==> src/rtl/rv32i_pkg.sv <==
// Shared RV32I definitions: opcode constants, the NOP encoding and the fetch state enum.
// No logic; latency and backpressure are not applicable.
// Imported by fetch_unit and pc_next_sel.
package rv32i_pkg;

   localparam logic [6:0]  OP_JAL    = 7'b1101111;
   localparam logic [6:0]  OP_JALR   = 7'b1100111;
   localparam logic [6:0]  OP_BRANCH = 7'b1100011;

   localparam logic [31:0] NOP_INSTR = 32'h0000_0013;

   typedef enum logic [1:0] {
      ST_IDLE  = 2'd0,
      ST_FETCH = 2'd1,
      ST_ISSUE = 2'd2,
      ST_FAULT = 2'd3
   } fetch_state_t;

endpackage

==> src/rtl/pc_next_sel.sv <==
// Next-PC priority mux (jalr > jal/taken branch > pc+4) with misaligned-target detect.
// Latency: purely combinational, zero cycles.
// Backpressure: none; the caller decides when the result is consumed.
module pc_next_sel
   import rv32i_pkg::*;
#(
   parameter bit TRAP_EN = 1'b0
) (
   input  logic [31:0] pc,
   input  logic        jalr_i,
   input  logic        uj,
   input  logic        sb_taken,
   input  logic [31:0] br_target,
   input  logic [31:0] jalr_target,
   output logic [31:0] pc_plus4,
   output logic [31:0] next_pc,
   output logic        misaligned
);

   logic [31:0] raw_target;

   always_comb begin
      pc_plus4   = pc + 32'd4;
      raw_target = pc_plus4;
      if (jalr_i) begin
         raw_target = {jalr_target[31:1], 1'b0};
      end else if (uj || sb_taken) begin
         raw_target = br_target;
      end
   end

   // Without the trap, the low bits are simply dropped so the fetch stays word aligned.
   always_comb begin
      if (TRAP_EN) begin
         next_pc    = raw_target;
         misaligned = (raw_target[1:0] != 2'b00);
      end else begin
         next_pc    = {raw_target[31:2], 2'b00};
         misaligned = 1'b0;
      end
   end

endmodule

==> src/rtl/fetch_unit.sv <==
// RV32I fetch stage: owns the PC, fetches over req/ack, presents a registered instruction.
// Latency: one cycle from imem_ack to instr_valid; at least two cycles per instruction.
// Backpressure: stall holds the presented instruction; FETCH_MISALIGN_TRAP_EN enables the misaligned-target trap.
module fetch_unit
   import rv32i_pkg::*;
#(
   parameter logic [31:0] RESET_PC = 32'h0000_0000
) (
   input  logic        clk,
   input  logic        rst,
   output logic        imem_req,
   output logic [31:0] imem_addr,
   input  logic        imem_ack,
   input  logic [31:0] imem_rdata,
   input  logic        stall,
   input  logic        sb_taken,
   input  logic        uj,
   input  logic        jalr_i,
   input  logic [31:0] br_target,
   input  logic [31:0] jalr_target,
   output logic [31:0] instr,
   output logic [6:0]  opcode,
   output logic [2:0]  func3,
   output logic        func7,
   output logic [31:0] pc,
   output logic [31:0] pc_plus4,
   output logic        instr_valid,
   output logic        fetch_fault,
   output logic [31:0] fault_addr
);

`ifdef FETCH_MISALIGN_TRAP_EN
   localparam bit TRAP_EN = 1'b1;
`else
   localparam bit TRAP_EN = 1'b0;
`endif

   fetch_state_t state_q, state_d;
   logic [31:0]  pc_q;
   logic [31:0]  instr_q;
   logic [31:0]  next_pc;
   logic         misaligned;
   logic         load_instr;
   logic         retire;

   pc_next_sel #(
      .TRAP_EN     (TRAP_EN)
   ) u_pc_next_sel (
      .pc          (pc_q),
      .jalr_i      (jalr_i),
      .uj          (uj),
      .sb_taken    (sb_taken),
      .br_target   (br_target),
      .jalr_target (jalr_target),
      .pc_plus4    (pc_plus4),
      .next_pc     (next_pc),
      .misaligned  (misaligned)
   );

   always_comb begin
      state_d    = state_q;
      load_instr = 1'b0;
      retire     = 1'b0;
      case (state_q)
         ST_IDLE: begin
            state_d = ST_FETCH;
         end
         ST_FETCH: begin
            if (imem_ack) begin
               load_instr = 1'b1;
               state_d    = ST_ISSUE;
            end
         end
         ST_ISSUE: begin
            // Redirect inputs only matter in the cycle the instruction actually retires.
            if (!stall) begin
               retire  = 1'b1;
               state_d = misaligned ? ST_FAULT : ST_FETCH;
            end
         end
         ST_FAULT: begin
            state_d = ST_FAULT;
         end
         default: begin
            state_d = ST_IDLE;
         end
      endcase
   end

   always_ff @(posedge clk) begin
      if (rst) begin
         state_q <= ST_IDLE;
         pc_q    <= RESET_PC;
         instr_q <= NOP_INSTR;
      end else begin
         state_q <= state_d;
         if (load_instr) begin
            instr_q <= imem_rdata;
         end
         if (retire && !misaligned) begin
            pc_q <= next_pc;
         end
      end
   end

`ifdef FETCH_MISALIGN_TRAP_EN
   logic        fault_q;
   logic [31:0] fault_addr_q;

   always_ff @(posedge clk) begin
      if (rst) begin
         fault_q      <= 1'b0;
         fault_addr_q <= 32'h0000_0000;
      end else if (retire && misaligned) begin
         fault_q      <= 1'b1;
         fault_addr_q <= next_pc;
      end
   end

   assign fetch_fault = fault_q;
   assign fault_addr  = fault_addr_q;
`else
   assign fetch_fault = 1'b0;
   assign fault_addr  = 32'h0000_0000;
`endif

   assign imem_req    = (state_q == ST_FETCH);
   assign imem_addr   = pc_q;
   assign instr_valid = (state_q == ST_ISSUE);
   assign instr       = instr_q;
   assign opcode      = instr_q[6:0];
   assign func3       = instr_q[14:12];
   assign func7       = instr_q[30];
   assign pc          = pc_q;

endmodule

==> config.mk <==
export PLATFORM = sky130hd
export DESIGN_NAME = fetch_unit
export DESIGN_NICKNAME = d
export VERILOG_FILES = /design/src/rtl/rv32i_pkg.sv /design/src/rtl/pc_next_sel.sv /design/src/rtl/fetch_unit.sv
export SDC_FILE = /design/constraint.sdc
export NUM_CORES = 1
export LEC_CHECK = 0
export CORE_ASPECT_RATIO = 1.1
export CORE_MARGIN = 2
export CORE_UTILIZATION = 38
export CTS_BUF_LIST = sky130_fd_sc_hd__clkbuf_4 sky130_fd_sc_hd__clkbuf_8
export CTS_CLUSTER_DIAMETER = 80
export DETAILED_ROUTE_END_ITERATION = 10
export MAX_ROUTING_LAYER = met4
export PLACE_DENSITY = 0.9
export SETUP_SLACK_MARGIN = 0.3
export SYNTH_ARGS = -nofsm -noshare
export SYNTH_HDL_FRONTEND = slang
export SYNTH_SLANG_ARGS = --single-unit
==> constraint.sdc <==
create_clock -name clk -period 2.58 [get_ports clk]
set_input_delay 0.774 -clock clk [delete_from_list [all_inputs] [get_ports clk]]
set_output_delay 0.774 -clock clk [all_outputs]
set_load 0.005 [all_outputs]
==> Yosys cells after proc, flatten, opt, wreduce, memory -nomap -nowiden <==
Cells that the tools add are included.
{ "totals": {"register_bits": 64, "inputBits": 103} }
{ "classes": {"n_addsub": 1, "n_eq_ne": 5, "mux": 9, "reduce_logical": 3} }
{ "op_table": {"columns": ["cell", "count"], "rows": [
  ["$mux 32", 2],
  ["$add 32x3->32 const B", 1],
  ["$pmux 2 s4", 1],
  ["$eq 2x2->1 const B", 2],
  ["$mux 1", 4],
  ["$mux 2", 2],
  ["$eq 2x1->1 const B", 1],
  ["$logic_not 2->1", 1],
  ["$ne 2x1->1 const B", 1],
  ["$ne 2x2->1 const B", 1],
  ["$reduce_and 2->1", 1],
  ["$logic_or 1x1->1", 1]
]} }

==> Depth between registers and ports, before layout <==
{ "depth": {"depth_word": 3, "depth_mapped": 8} }

==> Hierarchy <==
From an unflattened synthesis, not the netlist that was laid out.
{ "hier_totals": {"cells_unflattened": 578, "area_unflattened_um2": 4802.1} }
{ "by_module_without_submodules": {"columns": ["mod", "instances", "cells_each", "area_per_inst_um2", "seq_area_each_um2"], "rows": [
  ["fetch_unit", 1, 364, 3505.9, 1321.3],
  ["pc_next_sel", 1, 214, 1296.2, 0.0]
]} }

==> Worst setup path before layout <==
OpenSTA, ideal clock, no wires.
{ "synth_path": {"path_kind": "flip-flop to output port", "startpoint": "reg pc_q[3], in the netlist imem_addr[3]", "endpoint": "out pc_plus4[22]", "arrival_ps": 1575, "path_slack_ps": 231, "path_stages_with_launch": 7, "path_buffers": 0, "cell_sequence": "dfxtp_1 -> ha_1 -> and2_1 -> and3_1 -> nand3_1 -> nor3_1 -> xnor2_1"} }
{ "synth_via": {"elab_chain_len": 1} }
{ "synth_rtl": {"columns": ["item", "line", "rtl"], "rows": [
  ["start, declared", "fetch_unit.sv:39", "logic [31:0] pc_q;"],
  ["start signal, assigned", "fetch_unit.sv:101", "pc_q <= next_pc;"],
  ["$add 32x3->32", "pc_next_sel.sv:23", "pc_plus4 = pc + 32'd4;"],
  ["end, declared", "fetch_unit.sv:26", "output logic [31:0] pc_plus4,"]
]} }
No other way between the ends.

==> Worst setup path in the final report <==
{ "layout_path": {"startpoint": "reg pc_q[20], in the netlist imem_addr[20]", "endpoint": "out pc_plus4[29]"} }
Same word-level chain as after synthesis.

==> impl_metrics.tcl <==
set metrics [dict create \
    cts_buffer_depth 2 \
    drtAntennaViolNets 0 \
    cts_buffers 9 \
    initial_core_util_pct 39.4 \
    cts_sinks 64 \
    drc 0 \
    crit_required_ps 1810 \
    synth_flop_cell "dfxtp_1" \
    ys_warn_count 0 \
    worstPathArrival_ps 2000 \
    synth_area_sq_um 4340 \
    avgRoutedWirePerCell_microns 17.1 \
    rsz0062_at_grt "true" \
    vias 5422 \
    io_buffers 233 \
    overflow 0 \
    stdcell_area_sq_um 7810 \
    hold_class "flop to flop" \
    viasPerCell 5.22 \
    finalHoldViolCount 0 \
    clk_pin_slew_ps 70 \
    crit_fanout 3 \
    hold_depth 2 \
    synth_seq_cells 64 \
    grt_pass1_wl_microns 25500 \
    min_from "instr[23]$_SDFFE_PP0P_" \
    timing.final.ws_setup_ps -193 \
    crit_path_top_delay_cell "dfxtp_1" \
    p_leak_nw 3.37 \
    cp-end-kind "output port" \
    ys_seq_area_share_pct 29.5 \
    final_core_util_pct 70.9 \
    slew_viol_final 0 \
    synth_top_area_cell "dfxtp_1" \
    hold_slack_ps 453 \
    num_rows 40 \
    final_common_cell "clkdlybuf4s50_1" \
    area_delta_synth_final_pct 79.9 \
    vdd_drop_max_v 0.000221 \
    finalNetCount 991 \
    antenna_found_initial 0 \
    synth.avg_cell_area_sq_um 7.27 \
    synthDistinctLibCells 62 \
    place_congestion 0.883 \
    timing.final.crit_period_ps 2770 \
    r2r_end "imem_addr[6]$_SDFFE_PP0P_" \
    drtIter0Drc 355 \
    syn-instance-count 597 \
    clock_latency_ps 340 \
    violations "negative setup slack" \
    grt_pass1_vias 4947 \
    critPathMaxStageDelay_ps 360 \
    ios 277 \
    hpwl_microns 12100 \
    worstMarginPinSlew_ps 625 \
    drt_first_pass_iters 5 \
    setup_violations 13 \
    die_h_microns 116 \
    grt_usage_pct 26.9 \
    async_flop_share_pct 0 \
    r2r-start "imem_addr[2]$_SDFFE_PP0P_" \
    reg2reg_slack_ps 360 \
    routed_wl_microns 17800 \
    finalClockSkew_ps 9.05 \
    stdcell_count 1039 \
    synth_edf_count 0 \
    htree_levels 3 \
    worst_setup_path_start_kind "flop" \
    status "finished with violations" \
    path_cells "nand4_1 -> buf_4 -> nor4_4 -> buf_4 -> nand4_1 -> xnor2_1 -> buf_2" \
    slew_headroom_pct 58.4 \
    period_share_pct 107 \
    fillCellCount 820 \
    powerDensity_nw_per_um2 328 \
    cts_tree "built" \
    reg2reg_depth 14 \
    place_inst 977 \
    max_freq_mhz 361 \
    cts-root-buf "clkbuf_8" \
    dieArea_sq_um 12300 \
    maxCapViolations 0 \
    grt_max_degree 64 \
    insertedDiodeCount 0 \
    placed_area_sq_um 6900 \
    yosys-top-cells-area "dfxtp_1 30%, buf_4 14%, nand2_1 10%" \
    layout_common_cells "199 x clkdlybuf4s50_1, 114 x nand2_1, 101 x buf_4" \
    hold_end "instr[23]$_SDFFE_PP0P_" \
    fp.dieW_microns 106 \
    core_sq_um 11000 \
    synth.top_cell.area_share_pct 29.5 \
    criticalPathCategory "flop to output port" \
    drive_gt1_share_pct 27.9 \
]
==> how the worst max path moves through the flow <==
stage                          startpoint      endpoint  depth (start not counted)
2_1_floorplan  imem_addr[10]$_SDFFE_PP0P_  pc_plus4[31]                          7
3_3_place_gp    imem_addr[2]$_SDFFE_PP0P_  pc_plus4[22]                          7
3_5_place_dp   imem_addr[22]$_SDFFE_PP0P_  pc_plus4[29]                          6
4_1_cts         imem_addr[2]$_SDFFE_PP0P_  pc_plus4[29]                          7
5_1_grt        imem_addr[20]$_SDFFE_PP0P_  pc_plus4[29]                          7
6_report       imem_addr[20]$_SDFFE_PP0P_  pc_plus4[29]                          7
==> Yosys cell counts (2+ instances only) <==
library cell,number
a21o_1,3
a21oi_1,56
a221o_1,2
a31o_2,2
a31oi_1,11
and2_1,3
and3_1,7
and4_1,5
buf_2,6
buf_4,81
buf_6,2
clkbuf_1,33
dfxtp_1,64
inv_1,9
nand2_1,117
nand2b_1,4
nand3_1,18
nand3b_1,2
nand4_1,13
nor2_1,26
nor2b_1,3
nor3_1,12
nor3b_1,6
nor4_1,3
o211ai_1,5
o21a_1,4
o21ai_0,31
o221a_2,2
o311ai_0,2
o31a_1,2
o32ai_1,5
or4_1,2
xnor2_1,20
xor2_1,8
==> timing repair <==
item                       in CTS  in global routing
setup endpoints to repair      30                 34
resized for setup             167                 48
buffers inserted               30                 15
hold buffers                    0                  0
pin swaps                      36                 33
cloned                          0                  1
==> cells by family after synthesis <==
family / count (synthesis) / share of synthesized area (%)
flops: 64 / 29.5
compound gates: 139 / 19.7
xor+xnor: 28 / 5.65
other cells: 1 / 0.0864
mux: 1 / 0.231
buf+inv: 131 / 18.9
simple gates: 232 / 25.7
fa+ha+maj: 1 / 0.288
==> sequential cells by signal, indices dropped and copies added (netlist names) <==
name,flops
instr,32
imem_addr,30
state_q,2
==> worst max-delay path, delay by kind of cell (launching register included) <==
family	cells	cell delay, ps
buffers and inverters	3	510
DFF	1	360
xor gates and xnor gates	1	190
and+or+nand+nor	3	600
==> layout make-up <==
| cell class | instances | area, sq um | area share (%) |
|---|---|---|---|
| flip-flops and latches | 64 | 1310 | 16.7 |
| inverters | 9 | 33.8 | 0.433 |
| multi-input cells | 440 | 2740 | 35.1 |
| clock inverters | 5 | 56.3 | 0.721 |
| well taps | 147 | 184 | 2.36 |
| clock buffers | 11 | 145 | 1.86 |
| repair buffers | 363 | 3340 | 42.8 |
==> metal layers <==
layer,part of all wire (%),up-vias,global-route usage (%)
met5,0,-,-
met4,2.2,0,11.1
met3,7.2,39,4.13
met2,53,280,47.4
met1,38,2579,30.8
li1,-,2524,-
==> stage by stage <==
stage	power (mW)	TNS (ps)	setup slack, ps
floorplan	1.35	0	314
global placement	1.64	-916	-137
detailed placement	1.66	-1230	-153
CTS	2.55	-346	-95.8
global route	2.67	-2070	-289
finish	2.56	-717	-193
==> power by group <==
group          internal [mW]  switching [mW]  total, mW
Clock                  0.482           0.415      0.897
Sequential              1.03          0.0278       1.05
Combinational          0.349           0.259      0.608
Power figures use the tool's default switching activity.
==> edit, RTL diff (same settings) <==
`TRAP_EN` is set to 1'b0 in 2 places; all go to 1'b1.
--- a/src/rtl/pc_next_sel.sv
+++ b/src/rtl/pc_next_sel.sv
@@ -5,5 +5,5 @@
    import rv32i_pkg::*;
 #(
-   parameter bit TRAP_EN = 1'b0
+   parameter bit TRAP_EN = 1'b1
 ) (
    input  logic [31:0] pc,
--- a/src/rtl/fetch_unit.sv
+++ b/src/rtl/fetch_unit.sv
@@ -33,5 +33,5 @@
    localparam bit TRAP_EN = 1'b1;
 `else
-   localparam bit TRAP_EN = 1'b0;
+   localparam bit TRAP_EN = 1'b1;
 `endif
 
Formal check against the unedited RTL: not equivalent (Yosys sat finds a counterexample within 4 cycles, from zero or initial values and one cycle with rst high).
==> edit against the original RTL <==
  * The run still ends with setup timing left
  * Critical path depth stayed put
  * Cell area up 11%
  * Wire length grew 34%
  * Die area increased by 0.56%
  * Sequential cell count is 2 higher
  * Synthesized cell count decreased by 1.0%
  * Area after synthesis increased by 0.58%
  * Worst setup slack lost 0.33 ns
  * Register-to-register slack got worse by 0.46 ns
  * Total power increased by 8.5%
  * Combinational power rose by 9.2%
  * Largest cell class unchanged
==> edit: results (changes against the original RTL) <==
| Metric | Value |
|---|---|
| DR WL met3 | 2770 um (+120%) |
| Critical path's slowest cell | or3_4 |
| GR Util met3 | 8.43% (+4.3 points) |
| Tot GR Track Use | 33.7% (+6.7 points) |
| Drt initial violations | 685 (+93%) |
| Worst reg2reg startpoint | imem_addr[4] |
| Post-Synthesis Cells | 591 (-1.0%) |
| Max incr delay on CP | 0.38 ns (+0.02 ns) |
| Synth top cells by count | nand2_1 (104), buf_4 (78), a21oi_1 (67) |
| Total wire length | 23800 um (+34%) |
| Worst hold start | instr[17] |
| Post-CTS Resized | 209 (+25%) |
| Power density over the cells | 321 nW/um2 (-2.1%) |
| GR Util met2 | 57.6% (+10 points) |
| Max IR drop VDD | 0.000277 V (+25%) |
| Placed cell areas | 7220 um2 (+4.6%) |
| Netlist cell types | 58 (-6.5%) |
| Worst skew pair latency | 0.36 ns (+0.02 ns) |
| Post-Route Setup TNS | -5.73 ns (-5.01 ns) |
| Synth top area cells | dfxtp_1 (30%), buf_4 (13%), nand2_1 (8.9%), a21oi_1 (7.7%), nor2_1 (3.4%) |
| Compound-Gate Fraction of Synth Area | 22.8% (+3.1 points) |
| Share of layout cells above drive strength 1 | 34.3% (+6.4 points) |
| Leak Pwr | 3.75 nW (+11%) |
| Post-synthesis sequential area ratio | 30.3% (+0.75 points) |
| Crit Reg-Reg Endpoint | imem_addr[5] |
| Final setup viols | 22 (+9) |
| Layout Cells excl Fill | 1103 (+6.2%) |
| Final worst setup slack | -0.521 ns (-0.329 ns) |
| Met1 Track Usage GR | 34.7% (+3.9 points) |
| Routability cong. | 0.973 (+10%) |
| Yosys warning count | 0 (unchanged) |
| Failing checks | setup timing |
| Vias in the first global route | 6109 (+23%) |
| Multiplexer share of the synthesized area | 0% (-0.23 points) |
| Clk. pwr | 1.03 mW (+15%) |
| Adder-cell share of the synthesized area | 0.287% (-0.0017 points) |
| Status | finished with violations |
| Comb pwr | 0.664 mW (+9.2%) |
| Actual slew at the worst max-slew pin | 0.671 ns (+0.0469 ns) |
| Setup Skew | 0.0155 ns (+0.00646 ns) |
| Largest net degree at the start of global routing | 52 (-19%) |
| Setup bufs post-CTS | 50 (+67%) |
| Dpl ws | -0.174 ns (-0.0205 ns) |
| Placed cell count | 1007 (+3.1%) |
| M1 WL | 7930 um (+18%) |
| Internal Power | 2.00 mW (+7.5%) |
| R2R depth | 19 (+5) |
| Vias per cell | 5.84 (+12%) |
| Worst setup endpoint | pc_plus4[20] |
| Synth Area in XOR/XNOR | 3.81% (-1.8 points) |
| Hpwl dp | 13000 um (+6.9%) |
| Reg-to-reg slack, setup | -0.10 ns (-0.46 ns) |
| Crit. Startpoint | imem_addr[17] |
| Port buffer count | 242 (+3.9%) |
| First-pass GRT wire length | 31700 um (+24%) |
| Hold WS | 0.454 ns (+0.000125 ns) |
| Hold endpoint | instr[17] |
| Wire length on met2 | 11400 um (+21%) |
[edit: cell types whose count changed after synthesis, sizes merged, moves of 6 or more]
cell / unedited run / this run
nor2: 27 / 40
a21oi: 56 / 67
a31oi: 11 / 4
nand2: 118 / 104
xnor2: 20 / 13
or3: 1 / 7
o21ai: 31 / 22
o31ai: 0 / 7
nand3: 20 / 14
a211oi: 1 / 7
[edit: cell type report]
cell class                      count  area, um2
Sequential cell                    66       1360
Clock inverter                      5       77.6
Antenna cell                        1       2.50
Timing Repair Buffer              427       3990
Fill cell                         664       2680
Clock buffer                       11        145
Tap cell                          150        188
Inverter                            9       33.8
Multi-Input combinational cell    434       2860
[edit: cells by family after synthesis]
logic type                 count (synthesis)
and+or+nand+nor                          226
AOI/OAI and AO/OA                        154
buffers and inverters                    124
DFF                                       66
xor gates and xnor gates                  19
adders and majority gates                  1
other                                      1
